<file path="config.mk">
export PLATFORM = sky130hd
export DESIGN_NAME = fetch_unit_flat
export DESIGN_NICKNAME = d
export VERILOG_FILES = /design/src/rtl/fetch_unit_if.sv /design/src/rtl/fetch_unit.sv /design/src/flat_wrapper.sv
export SDC_FILE = /design/constraint.sdc
export NUM_CORES = 1
export LEC_CHECK = 0
export BUFFER_PORTS_ARGS = -buffer_cell sky130_fd_sc_hd__buf_2
export CORE_ASPECT_RATIO = 2
export CORE_MARGIN = 8
export CORE_UTILIZATION = 34
export DETAILED_ROUTE_END_ITERATION = 10
export GPL_ROUTABILITY_DRIVEN = 0
export PLACE_DENSITY = 0.65
export SYNTH_ARGS = -nofsm -noshare
export SYNTH_HDL_FRONTEND = slang
export SYNTH_SLANG_ARGS = --single-unit
</file>
<file path="constraint.sdc">
create_clock -name clk -period 3.22 [get_ports clk]
set_clock_uncertainty 0.15 [all_clocks]
set_input_delay 0.483 -clock clk [delete_from_list [all_inputs] [get_ports clk]]
set_output_delay 0.483 -clock clk [all_outputs]
set_load 0.005 [all_outputs]
</file>
<file path="src/rtl/fetch_unit_if.sv">
// Fetch-stage bus: imem address/data, execute redirect and the IF/ID handshake to decode.
// master = fetch unit, slave = the imem/execute/decode side.
interface fetch_unit_if;
  logic [31:0] imem_addr;
  logic [31:0] imem_instr;
  logic        redirect_valid;
  logic [31:0] redirect_pc;
  logic        id_ready;
  logic        id_valid;
  logic [31:0] id_pc;
  logic [31:0] id_pc_plus4;
  logic [31:0] id_instr;
  logic        fetch_fault;

  modport master (
    output imem_addr, id_valid, id_pc, id_pc_plus4, id_instr, fetch_fault,
    input  imem_instr, redirect_valid, redirect_pc, id_ready
  );

  modport slave (
    input  imem_addr, id_valid, id_pc, id_pc_plus4, id_instr, fetch_fault,
    output imem_instr, redirect_valid, redirect_pc, id_ready
  );
endinterface

</file>
<file path="src/rtl/fetch_unit.sv">
// RV32I instruction fetch: owns the PC, registers imem output into the IF/ID slot.
// Define FETCH_MISALIGN_TRAP_EN to fault and halt on a misaligned redirect target.
module fetch_unit #(
  parameter logic [31:0] RESET_PC  = 32'h0000_0000,
  parameter logic [31:0] NOP_INSTR = 32'h0000_0013
) (
  input logic          clk,
  input logic          rst,
  fetch_unit_if.master bus
);

`ifdef FETCH_MISALIGN_TRAP_EN
  typedef enum logic [1:0] {StBoot, StRun, StHalt} state_e;
`else
  typedef enum logic [1:0] {StBoot, StRun} state_e;
`endif

  state_e      state_q;
  logic [31:0] pc_q;
  logic        id_valid_q;
  logic [31:0] id_pc_q;
  logic [31:0] id_pc_plus4_q;
  logic [31:0] id_instr_q;
  logic        adv;
  logic [31:0] redirect_tgt;

  assign adv = !id_valid_q || bus.id_ready;

`ifdef FETCH_MISALIGN_TRAP_EN
  logic fault_q;
  logic misaligned;
  assign misaligned      = bus.redirect_pc[1:0] != 2'b00;
  assign redirect_tgt    = bus.redirect_pc;
  assign bus.fetch_fault = fault_q;
`else
  // Without the trap, misaligned targets are silently forced onto a word boundary.
  assign redirect_tgt    = bus.redirect_pc & 32'hFFFF_FFFC;
  assign bus.fetch_fault = 1'b0;
`endif

  assign bus.imem_addr   = pc_q;
  assign bus.id_valid    = id_valid_q;
  assign bus.id_pc       = id_pc_q;
  assign bus.id_pc_plus4 = id_pc_plus4_q;
  assign bus.id_instr    = id_instr_q;

  always_ff @(posedge clk) begin
    if (rst) begin
      state_q       <= StBoot;
      pc_q          <= RESET_PC;
      id_valid_q    <= 1'b0;
      id_pc_q       <= 32'h0;
      id_pc_plus4_q <= 32'h0;
      id_instr_q    <= NOP_INSTR;
`ifdef FETCH_MISALIGN_TRAP_EN
      fault_q       <= 1'b0;
`endif
    end else begin
      unique case (state_q)
        StBoot, StRun: begin
          if (bus.redirect_valid) begin
            // Slot is flushed even if decode consumed it this cycle; target fetched next cycle.
            pc_q       <= redirect_tgt;
            id_valid_q <= 1'b0;
            id_instr_q <= NOP_INSTR;
            state_q    <= StRun;
`ifdef FETCH_MISALIGN_TRAP_EN
            if (misaligned) begin
              fault_q <= 1'b1;
              state_q <= StHalt;
            end
`endif
          end else if (state_q == StRun) begin
            if (adv) begin
              id_pc_q       <= pc_q;
              id_pc_plus4_q <= pc_q + 32'd4;
              id_instr_q    <= bus.imem_instr;
              id_valid_q    <= 1'b1;
              pc_q          <= pc_q + 32'd4;
            end
          end else begin
            state_q <= StRun;
          end
        end
        default: ;
      endcase
    end
  end

endmodule
</file>
<file path="src/flat_wrapper.sv">
// flat-port wrapper written by rule: the top's interface ports become plain ports
module fetch_unit_flat 
#(
  parameter logic [31:0] RESET_PC  = 32'h0000_0000,
  parameter logic [31:0] NOP_INSTR = 32'h0000_0013
)
  (clk, rst, bus_imem_addr, bus_id_valid, bus_id_pc, bus_id_pc_plus4, bus_id_instr, bus_fetch_fault, bus_imem_instr, bus_redirect_valid, bus_redirect_pc, bus_id_ready);
  fetch_unit_if bus_i ();
  input logic clk;
  input logic rst;
  output wire logic [$bits(bus_i.imem_addr)-1:0] bus_imem_addr;
  output wire logic [$bits(bus_i.id_valid)-1:0] bus_id_valid;
  output wire logic [$bits(bus_i.id_pc)-1:0] bus_id_pc;
  output wire logic [$bits(bus_i.id_pc_plus4)-1:0] bus_id_pc_plus4;
  output wire logic [$bits(bus_i.id_instr)-1:0] bus_id_instr;
  output wire logic [$bits(bus_i.fetch_fault)-1:0] bus_fetch_fault;
  input wire logic [$bits(bus_i.imem_instr)-1:0] bus_imem_instr;
  input wire logic [$bits(bus_i.redirect_valid)-1:0] bus_redirect_valid;
  input wire logic [$bits(bus_i.redirect_pc)-1:0] bus_redirect_pc;
  input wire logic [$bits(bus_i.id_ready)-1:0] bus_id_ready;
  assign bus_imem_addr = bus_i.imem_addr;
  assign bus_id_valid = bus_i.id_valid;
  assign bus_id_pc = bus_i.id_pc;
  assign bus_id_pc_plus4 = bus_i.id_pc_plus4;
  assign bus_id_instr = bus_i.id_instr;
  assign bus_fetch_fault = bus_i.fetch_fault;
  assign bus_i.imem_instr = bus_imem_instr;
  assign bus_i.redirect_valid = bus_redirect_valid;
  assign bus_i.redirect_pc = bus_redirect_pc;
  assign bus_i.id_ready = bus_id_ready;
  fetch_unit #(.RESET_PC(RESET_PC), .NOP_INSTR(NOP_INSTR)) u_core (.clk(clk), .rst(rst), .bus(bus_i));
endmodule
</file>
==> impl_metrics.tcl <==
set metrics [dict create \
    status "finished, final reports clean" \
    hold_violations 0 \
    switching_power_mw 0.946 \
    path_class "reg2reg" \
    p_comb_frac 0.098 \
    fin_area_um2 6940 \
    vdd_ir_drop_max_v 0.000369 \
    port_buffers 188 \
    die_w_um 105 \
    start_util 0.343 \
    min_period_ps 2430 \
    overflow 0 \
    yosysTopAreaCellShare 0.464 \
    area_growth_pct 29.6 \
    yosysSeqAreaShare 0.464 \
    met1_usage 0.210 \
    rows 65 \
    core_area_um2 15600 \
    slew_headroom 0.575 \
    end_kind "flop" \
    synth_edf_count 0 \
    post_cts_buffers 0 \
    clkPwrFrac 0.462 \
    place_hpwl_mm 12.8 \
    setup_violations 0 \
    power_density_nw_per_um2 555 \
    crit_family "simple AND/OR/NAND/NOR gates" \
    viasPerCell 4.95 \
    clkSinkCount 124 \
    grt_pass1_vias 5062 \
    slew_viol_final 0 \
    synth_most_common_cell "nand2_1" \
    cp_cell_sequence "ha_1 > and3_1 > nand3_1 > nor4_1 > xnor2_1 > a211oi_1" \
    ys_ff_latch 124 \
    drive_gt1_frac 0.281 \
    nets 900 \
    internal_power_mw 2.91 \
    max_cap_violations 0 \
    grt_antenna_before_repair 0 \
    synth_cell_types 34 \
    fin_crit_sh 0.755 \
    hold_path_class "in2reg" \
    ant_nets 0 \
    placed_area_um2 6390 \
    h-tree-depth 4 \
    top_usage_layer "met2" \
    synth_top_area_cell "dfxtp_1" \
    fmax_mhz 412 \
    insertion_delay_ps 400 \
    use_met2 0.257 \
    crit_fanout 8 \
    cpPeakStageDelay_ps 480 \
    totalWireLength_mm 17.3 \
    leakage_nw 2.86 \
    clk_pin_slew_ps 60 \
    avgRoutedWirePerCell_um 16.6 \
    io_pins 198 \
    yosysWarnings 0 \
    clockBufferDepth 2 \
    cp_num_buf_inv 0 \
    preCtsSetupSlack_ps 818 \
    syn_inst 670 \
    antenna_cells 0 \
    drtPass1Iterations 4 \
    power_frac_seq 0.439 \
    cts_buffers 17 \
    met3_usage 0.0692 \
    fp.dieArea_um2 20300 \
    ctsRootBufferMaster "clkbuf_16" \
    drtIter0Drc 325 \
    finalSetupTns_ps 0 \
    cp_slowest_cell "dfxtp_1" \
    synth_top_flop_cell "dfxtp_1" \
    rsz0062_at_grt "false" \
    cts.hold.buffers_added 0 \
    grt_max_degree 53 \
    syn_avg_cell_area_um2 7.99 \
    synth_area_leaders "dfxtp_1 (46%), nand2_1 (11%), a21oi_1 (6.4%), xnor2_1 (6.2%), a211oi_1 (5.7%)" \
    worstMarginPinSlew_ps 631 \
    setup_ws_ps 790 \
    grt_first_pass_wirelength_mm 27.8 \
    p_sw_frac 0.245 \
    synthArstFlopShare 0 \
    drcViolationCount 0 \
    die_y_um 193 \
    synth.top_cells.by_count "nand2_1 (156), dfxtp_1 (124), a21oi_1 (69)" \
    worstPathRequired_ps 3390 \
    syn_area_um2 5360 \
    critPathArrivalTime_ps 2600 \
    cts_tree "yes" \
    worst_setup_path_start_kind "flop" \
    track_usage 0.170 \
    cts_resized 0 \
    vias 5158 \
]
==> metrics by stage <==
stage               power (mW)  hold slack (ps)  std cells   util
CTS                       3.90              115       1043  0.445
global placement          2.10              290       1013  0.409
detailed placement        2.11              294       1013  0.409
finish                    3.85              137       1043  0.445
global route              4.04              148       1043  0.445
floorplan                 1.93              303        676      -
==> power by group through the flow <==
stage               Clock, mW  Sequential (mW)  Combinational, mW
global route             1.90             1.70              0.427
detailed placement          0             1.72              0.385
finish                   1.78             1.69              0.379
CTS                      1.83             1.69              0.386
floorplan                   0             1.70              0.227
global placement            0             1.72              0.379
==> cell usage in the layout (no fill, tap or decap), drive strengths merged, types with 7 or more instances in the layout <==
cell type / instances
a21oi: 69
nand4: 20
nor4: 13
xnor2: 38
a211oi: 43
nand3: 17
buf: 202
and4: 8
clkbuf: 24
nand2: 156
conb: 7
nor2: 60
dfxtp: 124
xor2: 14
nor3: 10
and3: 7
==> state kept, by name, summed over array words and instances, names as in the netlist <==
| register | flops |
|---|---|
| u_core.bus.id_instr | 32 |
| u_core.bus.id_pc | 30 |
| u_core.bus.id_pc_plus4 | 30 |
| u_core.bus.id_valid | 1 |
| u_core.bus.imem_addr | 30 |
| u_core.state_q | 1 |
==> cell type report <==
class,instances,area (um2)
repair buffers,202,1050
fillers,1616,8670
inverters,3,11.3
flip-flops and latches,124,2480
clock inverters,6,62.6
multi-input cells,483,2600
well taps,201,251
clock buffers,24,492
==> worst paths after layout <==
kind | from | endpoint | slack [ps] | cells past startpoint
min reg2reg | u_core.bus.id_pc[23] | u_core.bus.id_pc[23] | 300 | 2
max | u_core.bus.imem_addr[3] | u_core.bus.imem_addr[22] | 790 | 6
max reg2reg | u_core.bus.imem_addr[3] | u_core.bus.imem_addr[22] | 790 | 6
min | bus_imem_instr[0] | u_core.bus.id_instr[0] | 140 | 3
==> worst reg2reg max path, cell delays in order, from the launching register on <==
cell,delay (ps)
dfxtp_1,480
ha_1,290
and3_1,380
nand3_1,320
nor4_1,370
xnor2_1,110
a211oi_1,250
==> routing by layer <==
layer  up-vias  wire (um)
met5         -          0
met4         0        302
li1       2599          -
met3        19       1600
met1      2360       7560
met2       180       7820
==> cell families (layout without fill, tap and decap cells) <==
logic type,after synthesis,in the layout,synth area share
adders and majority gates,1,1,0.00234
xor gates and xnor gates,52,52,0.0850
AOI/OAI and AO/OA,125,125,0.143
other,1,7,0.000700
DFF,124,124,0.464
and+or+nand+nor,298,298,0.248
buffers and inverters,69,235,0.0575
Note: power is estimated with default switching activity, not from simulation.
